File: config.mk
export PLATFORM = sky130hd
export DESIGN_NAME = uart_tx_scheduler
export DESIGN_NICKNAME = d
export VERILOG_FILES = /design/src/rtl/uart_tx_scheduler.sv
export SDC_FILE = /design/constraint.sdc
export NUM_CORES = 1
export LEC_CHECK = 0
export BUFFER_PORTS_ARGS = -buffer_cell sky130_fd_sc_hd__buf_2
export CAP_MARGIN = 10
export CORE_MARGIN = 2
export CORE_UTILIZATION = 45
export CTS_CLUSTER_SIZE = 20
export DETAILED_ROUTE_END_ITERATION = 6
export PLACE_DENSITY = 0.74
export SYNTH_ARGS = -nofsm -noshare
export SYNTH_HDL_FRONTEND = slang
export SYNTH_SLANG_ARGS = --single-unit
File: constraint.sdc
create_clock -name pi_clk -period 2 [get_ports pi_clk]
set_clock_uncertainty 0.15 [all_clocks]
set_input_delay 0.5 -clock pi_clk [delete_from_list [all_inputs] [get_ports pi_clk]]
set_output_delay 0.5 -clock pi_clk [all_outputs]
set_load 0.01 [all_outputs]
File: src/rtl/uart_tx_scheduler.sv
`default_nettype none
// ============================================================================
//  Module   : uart_tx_scheduler
//  Purpose  : Shares one UART transmit path (TX FIFO + serializer) among
//             NUM_REQ byte-stream requesters. Grants one requester at a time
//             in round-robin order, optionally prepends a requester-ID header
//             byte, loads the FIFO in bursts of at most MAX_BURST bytes,
//             pulses the transmit start and waits for each burst to drain.
//  Ports    :
//    pi_clk            clock
//    pi_rst            asynchronous active-low reset
//    pi_valid[N]       per-requester byte valid
//    pi_data[N*W]      per-requester byte, requester i at [i*W +: W]
//    pi_last[N]        final byte of the requester's frame
//    po_ready[N]       byte accepted when pi_valid[i] && po_ready[i]
//    po_grant[N]       one-hot current owner
//    po_busy           high whenever the scheduler is not idle
//    po_t_data[W]      byte written to the TX FIFO
//    po_fifo_write_en  TX FIFO write strobe, one cycle per byte
//    pi_fifo_full      TX FIFO full
//    po_start_tran     one-cycle transmit start pulse
//    pi_tran_over      TX FIFO empty and serializer idle
//  Revision : 1.0 - initial release
// ============================================================================
module uart_tx_scheduler #(
    parameter int DATA_WIDTH = 8,
    parameter int NUM_REQ    = 2,
    parameter int MAX_BURST  = 5,
    parameter int ID_HEADER  = 1
) (
    input  logic                          pi_clk,
    input  logic                          pi_rst,
    input  logic [NUM_REQ-1:0]            pi_valid,
    input  logic [NUM_REQ*DATA_WIDTH-1:0] pi_data,
    input  logic [NUM_REQ-1:0]            pi_last,
    output logic [NUM_REQ-1:0]            po_ready,
    output logic [NUM_REQ-1:0]            po_grant,
    output logic                          po_busy,
    output logic [DATA_WIDTH-1:0]         po_t_data,
    output logic                          po_fifo_write_en,
    input  logic                          pi_fifo_full,
    output logic                          po_start_tran,
    input  logic                          pi_tran_over
);

    localparam int c_idx_w = $clog2(NUM_REQ);
    localparam int c_jw    = c_idx_w + 1;
    localparam int c_cnt_w = $clog2(MAX_BURST + 1);

    localparam logic [c_cnt_w-1:0] c_max_cnt  = c_cnt_w'(MAX_BURST);
    localparam logic [c_idx_w-1:0] c_last_idx = c_idx_w'(NUM_REQ - 1);
    localparam logic [c_jw-1:0]    c_num_req  = c_jw'(NUM_REQ);

    typedef enum logic [2:0] {
        S_IDLE  = 3'd0,
        S_HDR   = 3'd1,
        S_LOAD  = 3'd2,
        S_START = 3'd3,
        S_WAIT  = 3'd4
    } state_t;

    state_t               r_state;
    logic [c_idx_w-1:0]   r_ptr;
    logic [c_idx_w-1:0]   r_gidx;
    logic [c_cnt_w-1:0]   r_cnt;
    logic                 r_last_seen;
    logic                 r_wait_first;

    logic [DATA_WIDTH-1:0] w_req_data [NUM_REQ];
    logic                  w_sel_found;
    logic [c_idx_w-1:0]    w_sel_idx;
    logic [c_jw-1:0]       w_j;
    logic                  w_hs;
    logic                  w_last;
    logic [c_cnt_w-1:0]    w_cnt_inc;

    genvar gi;
    generate
        for (gi = 0; gi < NUM_REQ; gi++) begin : g_unpack
            assign w_req_data[gi] = pi_data[gi*DATA_WIDTH +: DATA_WIDTH];
        end
    endgenerate

    // Round-robin pick: first requester with valid set, scanning upward
    // from the pointer and wrapping at NUM_REQ.
    always_comb begin
        w_sel_found = 1'b0;
        w_sel_idx   = '0;
        w_j         = '0;
        for (int k = 0; k < NUM_REQ; k++) begin
            w_j = {1'b0, r_ptr} + c_jw'(k);
            if (w_j >= c_num_req) begin
                w_j = w_j - c_num_req;
            end
            if (!w_sel_found && pi_valid[w_j[c_idx_w-1:0]]) begin
                w_sel_found = 1'b1;
                w_sel_idx   = w_j[c_idx_w-1:0];
            end
        end
    end

    // Ready only toward the granted requester, and only while the FIFO can
    // take a byte and the burst still has room.
    always_comb begin
        po_ready = '0;
        if (r_state == S_LOAD && !pi_fifo_full && r_cnt < c_max_cnt) begin
            po_ready = po_grant;
        end
    end

    assign w_hs      = |(pi_valid & po_ready);
    assign w_last    = pi_last[r_gidx];
    assign w_cnt_inc = r_cnt + c_cnt_w'(1);

    always_ff @(posedge pi_clk or negedge pi_rst) begin
        if (!pi_rst) begin
            r_state          <= S_IDLE;
            r_ptr            <= '0;
            r_gidx           <= '0;
            r_cnt            <= '0;
            r_last_seen      <= 1'b0;
            r_wait_first     <= 1'b0;
            po_grant         <= '0;
            po_busy          <= 1'b0;
            po_t_data        <= '0;
            po_fifo_write_en <= 1'b0;
            po_start_tran    <= 1'b0;
        end else begin
            po_fifo_write_en <= 1'b0;
            po_start_tran    <= 1'b0;
            case (r_state)
                S_IDLE: begin
                    if (w_sel_found) begin
                        po_grant    <= {{(NUM_REQ-1){1'b0}}, 1'b1} << w_sel_idx;
                        r_gidx      <= w_sel_idx;
                        po_busy     <= 1'b1;
                        r_cnt       <= '0;
                        r_last_seen <= 1'b0;
                        r_state     <= (ID_HEADER != 0) ? S_HDR : S_LOAD;
                    end
                end
                S_HDR: begin
                    if (!pi_fifo_full) begin
                        po_fifo_write_en <= 1'b1;
                        po_t_data        <= DATA_WIDTH'(r_gidx);
                        r_cnt            <= c_cnt_w'(1);
                        r_state          <= S_LOAD;
                    end
                end
                S_LOAD: begin
                    if (w_hs) begin
                        po_fifo_write_en <= 1'b1;
                        po_t_data        <= w_req_data[r_gidx];
                        r_cnt            <= w_cnt_inc;
                        if (w_last) begin
                            r_last_seen <= 1'b1;
                        end
                        if (w_cnt_inc == c_max_cnt || w_last) begin
                            r_state <= S_START;
                        end
                    end
                end
                S_START: begin
                    // The last write strobe is on the bus this cycle, so the
                    // start pulse lands strictly after it.
                    po_start_tran <= 1'b1;
                    r_wait_first  <= 1'b1;
                    r_state       <= S_WAIT;
                end
                S_WAIT: begin
                    // UART status lags the start pulse by a cycle; a stale
                    // tran_over seen right away must not end the wait.
                    if (r_wait_first) begin
                        r_wait_first <= 1'b0;
                    end else if (pi_tran_over) begin
                        r_cnt <= '0;
                        if (r_last_seen) begin
                            r_last_seen <= 1'b0;
                            r_ptr       <= (r_gidx == c_last_idx) ? '0
                                                                  : r_gidx + c_idx_w'(1);
                            po_grant    <= '0;
                            po_busy     <= 1'b0;
                            r_state     <= S_IDLE;
                        end else begin
                            r_state <= S_LOAD;
                        end
                    end
                end
                default: begin
                    r_state <= S_IDLE;
                end
            endcase
        end
    end

endmodule
`default_nettype wire

==> results.sh <==
export IMPL_routabilityCongestion=0.880
export IMPL_first_iter_violations=28
export IMPL_wirelength_um=3160
export IMPL_holdWs_ps=-18.5
export IMPL_worst_slew_pin_slew_ps=525
export IMPL_grt_pass1_vias=1182
export IMPL_ys_seq_area_share_pct=45.5
export IMPL_worstPathRequired_ps=1350
export IMPL_hpwl_um=2340
export IMPL_cts_buffers=3
export IMPL_start_kind="flop"
export IMPL_final_nets=207
export IMPL_status="finished with violations"
export IMPL_globalRouteTotalUtil_pct=20.3
export IMPL_antenna_cells=0
export IMPL_fill_cells=225
export IMPL_drive_gt1_share_pct=45.6
export IMPL_yosysWarnings=0
export IMPL_io_buffers=38
export IMPL_pre_cts_slack_ps=-247
export IMPL_via_count=1154
export IMPL_ant_nets=0
export IMPL_ys_types=37
export IMPL_final_util_pct=63.0
export IMPL_end_kind="output pin"
export IMPL_grt_first_pass_wirelength_um=5270
export IMPL_cp_data_arrival_time_ps=1540
export IMPL_fmax_mhz=457
export IMPL_first_pass_iters=4
export IMPL_rows=19
export IMPL_drv_cap=0
export IMPL_antenna_found_initial=0
export IMPL_drt_vias_per_instance=5.47
export IMPL_setup_violations=10
export IMPL_violations="hold timing, setup timing"
export IMPL_clkLatencyLatePin_ps=320
export IMPL_ff2ff_setup_slack_ps=-140
export IMPL_holdBufCountCts=0
export IMPL_leakagePower_nw=0.868
export IMPL_cts_max_path_buffers=2
export IMPL_initial_core_util_pct=46.7
export IMPL_overflow=0
export IMPL_postSynthAreaPerCell_um2=10.3
export IMPL_min_path_type="input port to asynchronous set/reset pin"
export IMPL_finalMaxSlewViolations=0
export IMPL_cts_root_buf="clkbuf_4"
export IMPL_slew_headroom_pct=65.0
export IMPL_syn_num_nets=149
export IMPL_crit_path_start="r_state[0]$_DFFE_PN0P_"
export IMPL_worstSetupPathType="flop to output pin"
export IMPL_final_common_cell="buf_2"
export IMPL_die_area_mm2=0.00325
export IMPL_r2r_cells=5
export IMPL_reg2reg_from="r_cnt[0]$_DFFE_PN0P_"
export IMPL_cts_tree="done"
export IMPL_die_x_um=57.0
export IMPL_rsz0062_at_grt="true"
export IMPL_synth_cells=123
export IMPL_synthToLayoutAreaGrowth_pct=34.8
export IMPL_wl_per_cell_um=15.0
export IMPL_endpoint="po_ready[1]"
export IMPL_crit_fanout=2
export IMPL_power_per_cell_area_mw_per_mm2=1350
export IMPL_die_h_um=57.0
export IMPL_clock_sinks=23
export IMPL_final_period_utilization_pct=109
export IMPL_design_core_area_mm2=0.00271
export IMPL_period_minus_slack_ps=2190
export IMPL_grt_max_degree=24
export IMPL_rr_endpoint="po_t_data[1]$_DFFE_PN0P_"
export IMPL_setup_slack_ps=-187
export IMPL_pin_count=39
export IMPL_htreeDepth=1
export IMPL_final_cell_mix="buf_2, dfrtp_1, buf_4"
export IMPL_clk_pin_slew_worst_paths_ps=130
export IMPL_hold_violations=23
export IMPL_synth_seq_cells=23
export IMPL_peakVddDrop_mv=0.885
export IMPL_netlist_area_mm2=0.00127
export IMPL_drc=0
-- synthesized netlist by cell type --
| library cell | instances | area (um2) |
|---|---|---|
| dfrtp_1 | 23 | 576 |
| nor2_1 | 12 | 45.0 |
| mux2_2 | 9 | 101 |
| nand2_1 | 9 | 33.8 |
| o21ai_0 | 8 | 40.0 |
| mux2i_1 | 7 | 70.1 |
| a21oi_1 | 6 | 30.0 |
| nor3_1 | 6 | 30.0 |
| inv_1 | 4 | 15.0 |
| and2_1 | 3 | 18.8 |
| nand3b_1 | 3 | 22.5 |
| buf_2 | 2 | 10.0 |
| buf_6 | 2 | 22.5 |
| ha_1 | 2 | 25.0 |
| nor2b_1 | 2 | 12.5 |
| o21a_1 | 2 | 15.0 |
| o22ai_1 | 2 | 12.5 |
| or3b_2 | 2 | 17.5 |
| a211oi_4 | 1 | 20.0 |
| a21bo_2 | 1 | 10.0 |
| a21o_1 | 1 | 7.51 |
| a22o_1 | 1 | 8.76 |
| a22oi_1 | 1 | 7.51 |
| a31o_2 | 1 | 8.76 |
| a31oi_1 | 1 | 6.26 |
| buf_4 | 1 | 7.51 |
| clkbuf_1 | 1 | 3.75 |
| nand4_1 | 1 | 6.26 |
| nor3b_1 | 1 | 7.51 |
| nor4_1 | 1 | 6.26 |
| o22a_2 | 1 | 10.0 |
| o2bb2ai_1 | 1 | 8.76 |
| o41ai_1 | 1 | 8.76 |
| or2b_1 | 1 | 7.51 |
| or4b_4 | 1 | 13.8 |
| or4bb_1 | 1 | 11.3 |
| xor2_1 | 1 | 8.76 |
-- metrics by stage --
step	instance area, um2	cells	hold WS, ps	power (W)	TNS [ps]
after floorplan	1270	123	54.4	0.00150	-1650
after global placement	1610	205	304	0.00189	-1610
after detailed placement	1610	205	316	0.00195	-1920
after CTS	1690	211	2.49	0.00227	-1600
after global routing	1710	211	18.1	0.00245	-1910
final	1710	211	-18.5	0.00230	-1440
-- power by group --
part | internal [W] | switching (W) | total, W
sequential | 0.000638 | 0.000109 | 0.000747
clock | 0.0000749 | 0.000150 | 0.000225
combinational | 0.000689 | 0.000636 | 0.00132
total | 0.00140 | 0.000895 | 0.00230
-- cell families (layout without fill, tap and decap cells) --
kind of cell               count (synthesis)  count (layout)  synth area share, %
and+or+nand+nor                           43              43                 18.4
xor gates and xnor gates                   1               1                0.692
muxes                                     16              16                 13.5
DFF                                       23              23                 45.5
AOI/OAI and AO/OA                         28              28                 15.3
buffers and inverters                     10              67                 4.64
adders and majority gates                  2               2                 1.98
-- how the worst min path moves through the flow --
stage                                    from                  endpoint  slack (ps)  cells after the start
after floorplan                        pi_rst       po_busy$_DFFE_PN0P_          50                      0
after CTS                              pi_rst  r_wait_first$_DFFE_PN0P_           2                      1
final                                  pi_rst  r_wait_first$_DFFE_PN0P_         -20                      1
after global routing                   pi_rst   po_start_tran$_DFF_PN0_          20                      1
after detailed placement  po_busy$_DFFE_PN0P_       po_busy$_DFFE_PN0P_         320                      2
after global placement    po_busy$_DFFE_PN0P_       po_busy$_DFFE_PN0P_         300                      2
-- area by class of cell --
class	instances	area (um2)	area share [%]
Clock buffer	3	22.5	1.32
Clock inverter	1	5.00	0.293
Tap cell	31	38.8	2.27
Inverter	4	15.0	0.880
Sequential cell	23	576	33.7
Multi-Input combinational cell	90	686	40.2
Timing Repair Buffer	59	364	21.3
-- flip-flops by register name (all words and copies together) (netlist names), 2 cells and up --
register,cells
r_cnt,3
po_t_data,8
r_state,3
po_grant,2
-- metal layers --
metal | GRT usage [%] | vias to the layer above | share of wire [%]
met1 | 27.0 | 553 | 44
met5 | 0 | - | 0
met3 | 2.72 | 6 | 4.9
li1 | - | 555 | -
met2 | 34.2 | 40 | 49
met4 | 6.98 | 0 | 1.3
-- critical path, cell delays in order, from the launching register on --
cell and delay [ps]:
dfrtp_1 420, or3b_4 420, nor3_4 120, and2_1 140, buf_2 120
-- timing repair --
action,4_1_cts,5_1_grt
resized for setup,10,3
endpoints found under the setup margin,10,12
pin swaps,3,8
hold endpoints to repair,0,0
setup buffers,2,0
(Power assumes the default switching activity.)
